==> config.mk <==
export PLATFORM = sky130hd
export DESIGN_NAME = uart_tx_flat
export DESIGN_NICKNAME = d
export VERILOG_FILES = /design/src/rtl/uart_tx_if.sv /design/src/rtl/uart_tx.sv /design/src/flat_wrapper.sv
export SDC_FILE = /design/constraint.sdc
export NUM_CORES = 1
export LEC_CHECK = 0
export CORE_AREA = 2 2 44 46
export DETAILED_ROUTE_END_ITERATION = 10
export DIE_AREA = 0 0 46 48
export GPL_TIMING_DRIVEN = 0
export PLACE_DENSITY = 0.82
export RECOVER_POWER = 50
export REMOVE_ABC_BUFFERS = 1
export SYNTH_ARGS = -nofsm -noshare
export SYNTH_HDL_FRONTEND = slang
export SYNTH_SLANG_ARGS = --single-unit
==> constraint.sdc <==
create_clock -name clk -period 2.9 [get_ports clk]
set_input_delay 0.725 -clock clk [delete_from_list [all_inputs] [get_ports clk]]
set_output_delay 0.725 -clock clk [all_outputs]
set_load 0.02 [all_outputs]
==> src/rtl/uart_tx_if.sv <==
// Handshake bundle between a UART transmitter and its client.
// The client (master) supplies the baud tick, request and byte; the
// transmitter (slave) returns the serial line and frame status.
interface uart_tx_if #(
  parameter int DATA_BITS = 8
);
  logic                 baud_tick;
  logic                 tx_start;
  logic [DATA_BITS-1:0] tx_data;
  logic                 tx;
  logic                 tx_busy;
  logic                 tx_done;

  modport master (
    output baud_tick,
    output tx_start,
    output tx_data,
    input  tx,
    input  tx_busy,
    input  tx_done
  );

  modport slave (
    input  baud_tick,
    input  tx_start,
    input  tx_data,
    output tx,
    output tx_busy,
    output tx_done
  );
endinterface

==> src/rtl/uart_tx.sv <==
// UART transmitter: start bit, DATA_BITS data bits LSB first, optional
// parity, STOP_BITS stop bits. Every bit edge is aligned to baud_tick.
//
// state  | meaning
// IDLE   | line high, waiting for tx_start
// SYNC   | byte latched, waiting for a tick so the start bit is full length
// START  | driving the start bit (0)
// DATA   | driving data bits, LSB first
// PARITY | driving the parity bit
// STOP   | driving stop bit(s) (1)
module uart_tx #(
  parameter int DATA_BITS  = 8,
  parameter int PARITY_EN  = 0,
  parameter int PARITY_ODD = 0,
  parameter int STOP_BITS  = 1
) (
  input logic     clk,
  input logic     rst,
  uart_tx_if.slave bus
);

  localparam int IDX_W = $clog2(DATA_BITS);
  localparam logic [IDX_W-1:0] LAST_IDX  = IDX_W'(DATA_BITS - 1);
  localparam logic             LAST_STOP = 1'(STOP_BITS - 1);

  typedef enum logic [2:0] {
    IDLE,
    SYNC,
    START,
    DATA,
    PARITY,
    STOP
  } state_t;

  state_t               state;
  logic [DATA_BITS-1:0] shift_reg;
  logic [IDX_W-1:0]     bit_idx;
  logic                 stop_cnt;
  logic                 parity_q;
  logic                 tx_q;
  logic                 busy_q;
  logic                 done_q;

  // Frame sequencer; the line only moves on tick edges outside reset.
  always_ff @(posedge clk) begin
    if (rst) begin
      state     <= IDLE;
      shift_reg <= '0;
      bit_idx   <= '0;
      stop_cnt  <= 1'b0;
      parity_q  <= 1'b0;
      tx_q      <= 1'b1;
      busy_q    <= 1'b0;
      done_q    <= 1'b0;
    end else begin
      done_q <= 1'b0;
      case (state)
        IDLE: begin
          tx_q <= 1'b1;
          if (bus.tx_start) begin
            shift_reg <= bus.tx_data;
            parity_q  <= (^bus.tx_data) ^ (PARITY_ODD != 0);
            busy_q    <= 1'b1;
            state     <= SYNC;
          end
        end
        SYNC: begin
          if (bus.baud_tick) begin
            tx_q  <= 1'b0;
            state <= START;
          end
        end
        START: begin
          if (bus.baud_tick) begin
            tx_q      <= shift_reg[0];
            shift_reg <= shift_reg >> 1;
            bit_idx   <= '0;
            state     <= DATA;
          end
        end
        DATA: begin
          if (bus.baud_tick) begin
            if (bit_idx != LAST_IDX) begin
              bit_idx   <= bit_idx + 1'b1;
              tx_q      <= shift_reg[0];
              shift_reg <= shift_reg >> 1;
            end else if (PARITY_EN != 0) begin
              tx_q  <= parity_q;
              state <= PARITY;
            end else begin
              tx_q     <= 1'b1;
              stop_cnt <= 1'b0;
              state    <= STOP;
            end
          end
        end
        PARITY: begin
          if (bus.baud_tick) begin
            tx_q     <= 1'b1;
            stop_cnt <= 1'b0;
            state    <= STOP;
          end
        end
        STOP: begin
          if (bus.baud_tick) begin
            if (stop_cnt == LAST_STOP) begin
              busy_q <= 1'b0;
              done_q <= 1'b1;
              state  <= IDLE;
            end else begin
              stop_cnt <= stop_cnt + 1'b1;
            end
          end
        end
        default: state <= IDLE;
      endcase
    end
  end

  assign bus.tx      = tx_q;
  assign bus.tx_busy = busy_q;
  assign bus.tx_done = done_q;

endmodule

==> src/flat_wrapper.sv <==
// flat-port wrapper written by rule: the top's interface ports become plain ports
module uart_tx_flat 
#(
  parameter int DATA_BITS  = 8,
  parameter int PARITY_EN  = 0,
  parameter int PARITY_ODD = 0,
  parameter int STOP_BITS  = 1
)
  (clk, rst, bus_baud_tick, bus_tx_start, bus_tx_data, bus_tx, bus_tx_busy, bus_tx_done);
  uart_tx_if #(.DATA_BITS(DATA_BITS)) bus_i ();
  input logic clk;
  input logic rst;
  input wire logic [$bits(bus_i.baud_tick)-1:0] bus_baud_tick;
  input wire logic [$bits(bus_i.tx_start)-1:0] bus_tx_start;
  input wire logic [$bits(bus_i.tx_data)-1:0] bus_tx_data;
  output wire logic [$bits(bus_i.tx)-1:0] bus_tx;
  output wire logic [$bits(bus_i.tx_busy)-1:0] bus_tx_busy;
  output wire logic [$bits(bus_i.tx_done)-1:0] bus_tx_done;
  assign bus_i.baud_tick = bus_baud_tick;
  assign bus_i.tx_start = bus_tx_start;
  assign bus_i.tx_data = bus_tx_data;
  assign bus_tx = bus_i.tx;
  assign bus_tx_busy = bus_i.tx_busy;
  assign bus_tx_done = bus_i.tx_done;
  uart_tx #(.DATA_BITS(DATA_BITS), .PARITY_EN(PARITY_EN), .PARITY_ODD(PARITY_ODD), .STOP_BITS(STOP_BITS)) u_core (.clk(clk), .rst(rst), .bus(bus_i));
endmodule
[Word level (Yosys, flattened, before mapping)]
Cells that the tools add are included.
W data, S select, Z words.
Cells by class
  $add $sub $neg: 2
  reduce and logical (&&, ||, !) cells: 13
  muxes and demuxes: 34
  bitwise operators: 2
  eq/ne operators: 15
Operators by type and width (number)
  $mux W3: 11
  $mux W8: 4
  $pmux W8 S3: 1
  $pmux W3 S6: 1
  $ne A2 B2 Y1 const B: 8
  $reduce_and A5 Y1: 3
  $mux W1: 13
  $reduce_and A4 Y1: 2
  $reduce_and A8 Y1: 1
  $eq A3 B2 Y1 const B: 2
  $eq A3 B3 Y1 const B: 2
  $pmux W3 S2: 1
  $reduce_bool A3 Y1: 2
  $pmux W1 S5: 1
  $reduce_bool A5 Y1: 1
  $reduce_bool A2 Y1: 2
  $add A3 B1 Y3 const B: 1
  $eq A3 B1 Y1 const B: 1
  $logic_not A3 Y1: 1
  $ne A3 B3 Y1 const B: 1
  $pmux W1 S3: 1
  $reduce_or A3 Y1: 1
  $ne A2 B1 Y1 const B: 1
  $not A1 Y1: 2
  2 further kinds: 2
Storage, ports and cells
  output and inout port bits: 3
  bits in registers: 18

[Depth between registers and ports, before layout]
Gate-level depths: netlist of run 1.
  depth after elaboration: 4
  mapped depth: 7

[Least setup slack after synthesis of run 1]
OpenSTA, ideal clock, no wires.
  path kind: input -> register
  start point: in bus_baud_tick
  end point: reg u_core.shift_reg[0]
  path buffers: 2
  data arrival time: 1.519 ns
  slack: 1.290 ns
  cell stages on the path: 4
  setup time: 0.091 ns
  cells stage by stage: clkbuf_2 > a32o_2 > buf_6 > a311oi_1
Between the ends
  longest elaborated chain between the ends: 2
  elaborated cells between the ends (all ways): 3
Ends and longest elaborated chain
  from (decl): line flat_wrapper.sv:13  | input wire logic [$bits(bus_i.baud_tick)-1:0] bus_baud_tick;
  $ne A2 B2 Y1 (no line)
  $reduce_and A5 Y1 (no line) (*)
  to (signal assigned): line uart_tx.sv:61  | shift_reg <= bus.tx_data;
  to (signal assigned): line uart_tx.sv:76  | shift_reg <= shift_reg >> 1;
  to (signal assigned): line uart_tx.sv:86  | shift_reg <= shift_reg >> 1;
  to (decl): line uart_tx.sv:36  | logic [DATA_BITS-1:0] shift_reg;
Every way passes the cells marked *; elsewhere a longest branch is shown, timed or not.
A chain may end at the register's enable or synchronous reset.

[Worst setup path after layout of run 1]
  start point: in bus_baud_tick
  end point: reg u_core.shift_reg[6]
Same word-level chain as after synthesis.

==> summary.md, run 1 <==
| Metric | Value |
|---|---|
| Post-DP Area | approximately 960 µm² |
| Switching power | 0.129 mW |
| Pwr Density | 490 mW/mm² |
| WHS | 496 ps |
| Ports | 15 |
| VDD IR max | 0.000229 V |
| Min Clock Period, post-route | 2250 ps |
| Unrepaired setup endpoints after global routing | false |
| Final Hold Violating Endpoints | 0 |
| Largest net degree at the start of global routing | 21 |
| P&R area growth vs syn | 9.78% |
| Mapped cell area | 896 µm² |
| Total gr overflow | 0 |
| Setup violators final | 0 |
| Largest register FFs | 8 |
| Max Fanout on Critical Path | 15 |
| Fraction of registers with async set/reset | 0% |
| Worst R2R Path Depth | 3 |
| DIE HEIGHT | 48 µm |
| Max-Cap Viols | 0 |
| Final #Nets | 112 |
| Core box area | approximately 0.0017 mm² |
| Post-synthesis sequential area ratio | 38.0% |
| Htree depth | 1 |
| Vias in the first global route | 611 |
| Worst Setup End Kind | flop |
| Worst Setup Start Kind | input pin |
| RR Startpoint | u_core.state[1] |
| Vias per Instance | slightly above 6 |
| CTS tree | done |
| Post-synth EDFFs | 0 |
| Post-route design area | around 980 µm² |
| P_int | 0.353 mW |
| Post-CTS sizing | 0 |
| Relative slew slack | between 40% and 50% |
| Yosys cell types | 32 |
| Status | finished clean |
| Cells after synthesis | 88 |
| Max Slew Vio Count | 0 |
| CP Class | in -> reg |
| Sequential share of power | 56.2% |
| Fmax | 445 MHz |
| GP Congestion | about 0.75 |
| Yosys top cell by area | dfxtp_1 |
| DRC | 0 |
| Root Buffer | clkbuf_4 |
| CP Launch Point | bus_baud_tick |
| TritonRoute pass-1 iters | 4 |
| Row Count | 15 |
| Comb pwr share | roughly 18% |
| Total die area | 0.00221 mm² |
| Initial antenna violation count | 0 |
| P_leak | approximately 0.34 nW |
| WP data arrival | 2440 ps |
| Die W | about 46 µm |
| Hold Path Origin | u_core.bus.tx |
| Overall Global Routing Usage | 16.4% |
| ANT nets after route | 0 |
| Synth top area share | between 30 and 40% |
| Worst hold path class | reg -> reg |
| Syn_area_per_cell | 10.2 µm² |
| DR iter-0 viols | 15 |
| Avg WL per Cell | 13.4 µm |
| Worst Clk Skew | 3.93 ps |
| Placed cell count | 110 |
| Ant. Diodes | 0 |
| Leading cell type in the layout, fill and taps excluded | dfxtp_1 |
| Clk pwr share | 26.0% |
| Worst hold stages | 2 |
| Clock-pin slew on the worst setup and hold paths | 90 ps |
| Clk buf depth | 2 |
| CP Data Required Time | 3090 ps |
| Fin crit share | slightly below 80% |
| TritonCTS Buffers | 3 |
| Post-DP HPWL | 1060 µm |
| Setup TNS | 0 ps |
| Commonest cells after routing, fill and taps aside | 17 x dfxtp_1, 12 x clkdlybuf4s50_1, 9 x a21oi_1 |
| Port bufs | 14 |
| Detailed Route WL | 1530 µm |
| Area contributors post-synth | dfxtp_1 38%, mux2i_1 8.9%, a311oi_1 6.8% |
| Predominant post-synthesis flop cell | dfxtp_1 |
| First-pass GRT wire length | 2600 µm |
| CTS Sinks | 17 |
| Net Sw Frac | between 20% and 30% |
| Layout cell share with drive strength beyond 1 | 12.4% |
| Final cell count without fillers | approximately 110 |
| DR vias | slightly below 700 |
| Ys Warns | 0 |
| Worst-Margin Slew | 789 ps |
| Setup bufs post-CTS | 0 |
| Clock latency on the worst-skew pair | roughly 290 ps |
| FF+latch count, synth | 17 |
| Starting density of the core | 53.0% |
| Hold buffer count at cts | 0 |
[cell usage after synthesis, types with 2 or more instances]
cell type / n
dfxtp_1: 17
a21oi_1: 9
mux2i_1: 8
a311oi_1: 7
nor2_1: 6
buf_6: 5
a2111oi_0: 3
a21oi_2: 3
a22oi_1: 2
clkbuf_8: 2
ha_1: 2
nand2_1: 2
nand2b_1: 2
nand3b_1: 2
[power groups by stage]
stage          clock network [mW]  logic [mW]  registers (mW)
5_1_grt                     0.137      0.0956           0.273
3_5_place_dp                    0      0.0875           0.276
3_3_place_gp                    0      0.0848           0.275
4_1_cts                     0.133      0.0879           0.271
6_report                    0.125      0.0857           0.271
2_1_floorplan                   0      0.0525           0.275
[through the flow]
step | setup WS (ps) | total power, mW | util (%)
2_1_floorplan | 1360 | 0.327 | -
3_3_place_gp | 678 | 0.360 | 57.0
3_5_place_dp | 579 | 0.363 | 57.0
4_1_cts | 886 | 0.491 | 58.6
5_1_grt | 446 | 0.506 | 58.2
6_report | 651 | 0.482 | 58.2
[area by class of cell]
type / count / area [µm²]
Sequential cell: 17 / 340
Tap cell: 17 / 21.3
Multi-Input combinational cell: 61 / 452
Fill cell: 162 / 706
Inverter: 1 / 3.75
Timing Repair Buffer: 14 / 140
Clock buffer: 4 / 26.3
[metal layers]
layer | vias up | routed length, µm | track usage (%)
li1 | 352 | - | -
met1 | 321 | 755 | 21.2
met2 | 12 | 695 | 25.8
met3 | 6 | 40 | 2.26
met4 | 0 | 38 | 10.3
met5 | - | 0 | 0
[critical path, stage by stage]
cell           delay [ps]
dlygate4sd3_1         700
a32o_1                590
a21oi_1               140
a311oi_1              290
[cells by family after synthesis]
group	Yosys count	synth area share (%)
adder cells (fa/ha/maj)	3	3.91
flip-flops	17	38.0
AND/OR/NAND/NOR	21	14.2
AO/OA/AOI/OAI	29	24.0
multiplexers	8	8.94
buffers and inverters	10	10.9
[worst paths after layout]
path         slack [ps]             endpoint
min reg2reg         500        u_core.bus.tx
max reg2reg         870  u_core.shift_reg[6]
max                 650  u_core.shift_reg[6]
min                 500        u_core.bus.tx
No activity file was read; power rests on OpenSTA's default activity.
==> run 2: changes to the inputs <==
CORE_AREA = 2 2 52 42   (was 2 2 44 46)
DIE_AREA = 0 0 54 44   (was 0 0 46 48)
PLACE_DENSITY = 0.78   (was 0.82)
clock period = 2.16 ns   (was 2.9 ns; I/O delays follow)
==> summary.md, run 2 (synthesized netlist as in run 1, its figures left out) <==
| Metric | Value |
|---|---|
| Setup crit end | u_core.shift_reg[0] |
| Post-DP Area | 972 µm² (+0.91%) |
| CP cell instances | dlygate4sd3_1, a32o_2, a21oi_1, a311oi_1 |
| Worst Clk Skew | 0.469 ps (-3.46 ps) |
| Total die area | 0.00238 mm² (+7.6%) |
| TritonRoute pass-1 iters | 4 (unchanged) |
| DR vias | 677 (-2.0%) |
| Htree depth | 1 (unchanged) |
| Final cell count without fillers | 121 (+6.1%) |
| Worst hold path class | reg -> reg |
| CTS Sinks | 17 (unchanged) |
| Row Count | 14 (-1) |
| Min Clock Period, post-route | 1870 ps |
| Hold buffer count at cts | 0 (unchanged) |
| DIE HEIGHT | 44 µm (-8.3%) |
| TritonCTS Buffers | 3 (unchanged) |
| Detailed Route WL | 1620 µm (+5.8%) |
| CP Launch Point | bus_baud_tick |
| CP Data Required Time | 2360 ps (-730 ps) |
| Final #Nets | 112 (unchanged) |
| Setup TNS | 0 ps (unchanged) |
| Die W | 54 µm (+17%) |
| Largest register FFs | 8 (unchanged) |
| FILL cells | 184 (+14%) |
| Max-Cap Viols | 0 (unchanged) |
| R2R Path End | u_core.shift_reg[0] |
| WP data arrival | 2070 ps (-370 ps) |
| Worst-Margin Slew | 797 ps (+7.89 ps) |
| DRC | 0 (unchanged) |
| Setup violators final | 0 (unchanged) |
| Layout cell share with drive strength beyond 1 | 13.4% (+1.0 points) |
| Total gr overflow | 0 (unchanged) |
| Unrepaired setup endpoints after global routing | false |
| Avg WL per Cell | 13.4 µm (-0.31%) |
| Net Sw Frac | 26.7% (-0.098 points) |
| Fin util | 52.5% (-5.7 points) |
| Clock-pin slew on the worst setup and hold paths | 90 ps (about the same) |
| WHS | 511 ps (+14.9 ps) |
| VDD IR max | 0.000437 V (+90%) |
| Commonest cells after routing, fill and taps aside | 17 x dfxtp_1, 10 x clkdlybuf4s50_1, 9 x a21oi_1 |
| Vias per Instance | 5.60 (-7.7%) |
| Comb pwr share | 17.7% (about the same) |
| Starting density of the core | 47.4% (-5.7 points) |
| Clock latency on the worst-skew pair | 280 ps (about the same) |
| DR iter-0 viols | 8 (-7) |
| Post-CTS sizing | 0 (unchanged) |
| P_int | 0.474 mW (+34%) |
| Relative slew slack | 46.8% (-0.53 points) |
| Fin crit share | 86.7% |
| Clk buf depth | 2 (unchanged) |
| CP Class | in -> reg |
| Port bufs | 14 (unchanged) |
| Status | finished clean |
| ANT nets after route | 0 (unchanged) |
| Largest net degree at the start of global routing | 21 (unchanged) |
| GP Congestion | 0.713 (-4.8%) |
| Post-route design area | 993 µm² (+1.0%) |
| Setup bufs post-CTS | 0 (unchanged) |
| Reg-to-reg setup timing slack | 330 ps (-540 ps) |
| CP peak stage delay | 700 ps (about the same) |
| Post-DP HPWL | 1100 µm (+3.7%) |
| Worst Setup End Kind | flop |
| Leading cell type in the layout, fill and taps excluded | dfxtp_1 |
| Ant. Diodes | 0 (unchanged) |
| Fmax | 534 MHz |
| Clk pwr share | 25.8% (-0.2 points) |
| Worst Setup Start Kind | input pin |
| Final Hold Violating Endpoints | 0 (unchanged) |
| Switching power | 0.172 mW (+34%) |
| Initial antenna violation count | 0 (unchanged) |
| Sequential share of power | 56.5% (+0.3 points) |
| RR Startpoint | u_core.state[1] |
| Pwr Density | 650 mW/mm² (+33%) |
| Max Fanout on Critical Path | 15 (unchanged) |
| Worst R2R Path Depth | 3 (unchanged) |
| Root Buffer | clkbuf_4 |
| Vias in the first global route | 636 (+4.1%) |
| Slowest CP cell | dlygate4sd3_1 |
| Ports | 15 (unchanged) |
| P_leak | 0.348 nW (+1.7%) |
| Max Slew Vio Count | 0 (unchanged) |
| Core box area | 0.00189 mm² (+12%) |
| P&R area growth vs syn | 10.9% |
| CTS tree | done |
| Placed cell count | 117 (+6.4%) |
| First-pass GRT wire length | 2710 µm (+4.2%) |
| Overall Global Routing Usage | 16.1% (-0.29 points) |
==> run 2: cell count changes in the layout (fill, tap and decap cells not counted) <==
cell	change
a32o_1	-1
a32o_2	+1
clkdlybuf4s50_1	-2
dlygate4sd3_1	+2
==> run 2: metal layers <==
metal,global-route usage (%),vias up,wire length [µm]
met5,0,-,0
met4,7.00,0,18
met3,6.55,2,89
met2,23.7,19,692
met1,20.8,308,820
li1,-,348,-
==> run 2: how the worst min path moves through the flow <==
stage / startpoint / to / slack [ps] / cells past startpoint
finish: u_core.shift_reg[2] / u_core.shift_reg[2] / 510 / 2
global placement: u_core.bit_idx[1] / u_core.bit_idx[1] / 480 / 2
floorplan: u_core.bit_idx[1] / u_core.bit_idx[1] / 470 / 2
CTS: u_core.bus.tx_busy / u_core.bus.tx_busy / 510 / 2
detailed placement: u_core.bus.tx_busy / u_core.bus.tx_busy / 500 / 2
global route: u_core.shift_reg[4] / u_core.shift_reg[4] / 530 / 2
==> run 2: critical path, delay by kind of cell <==
family | cells | cell delay [ps]
buf+inv | 1 | 700
compound gates | 3 | 810
==> run 2: final cells by class <==
cell class / instances / area [µm²] / share of cell area, %
multi-input combinational: 61 / 453 / 45.6
sequential: 17 / 340 / 34.3
timing repair buffer: 14 / 140 / 14.1
tap: 24 / 30.0 / 3.02
clock buffer: 4 / 26.3 / 2.64
inverter: 1 / 3.75 / 0.378
==> run 2: metrics by stage <==
stage	setup WS, ps	power [mW]
CTS	309	0.656
detailed placement	76.2	0.488
finish	287	0.646
global route	161	0.687
floorplan	615	0.440
global placement	107	0.483
==> run 2: power by group through the flow <==
stage	logic, mW	clock network (mW)	registers [mW]
after floorplan	0.0705	0	0.369
after detailed placement	0.116	0	0.371
final	0.114	0.167	0.365
after global routing	0.127	0.192	0.369
after CTS	0.117	0.174	0.364
after global placement	0.113	0	0.370
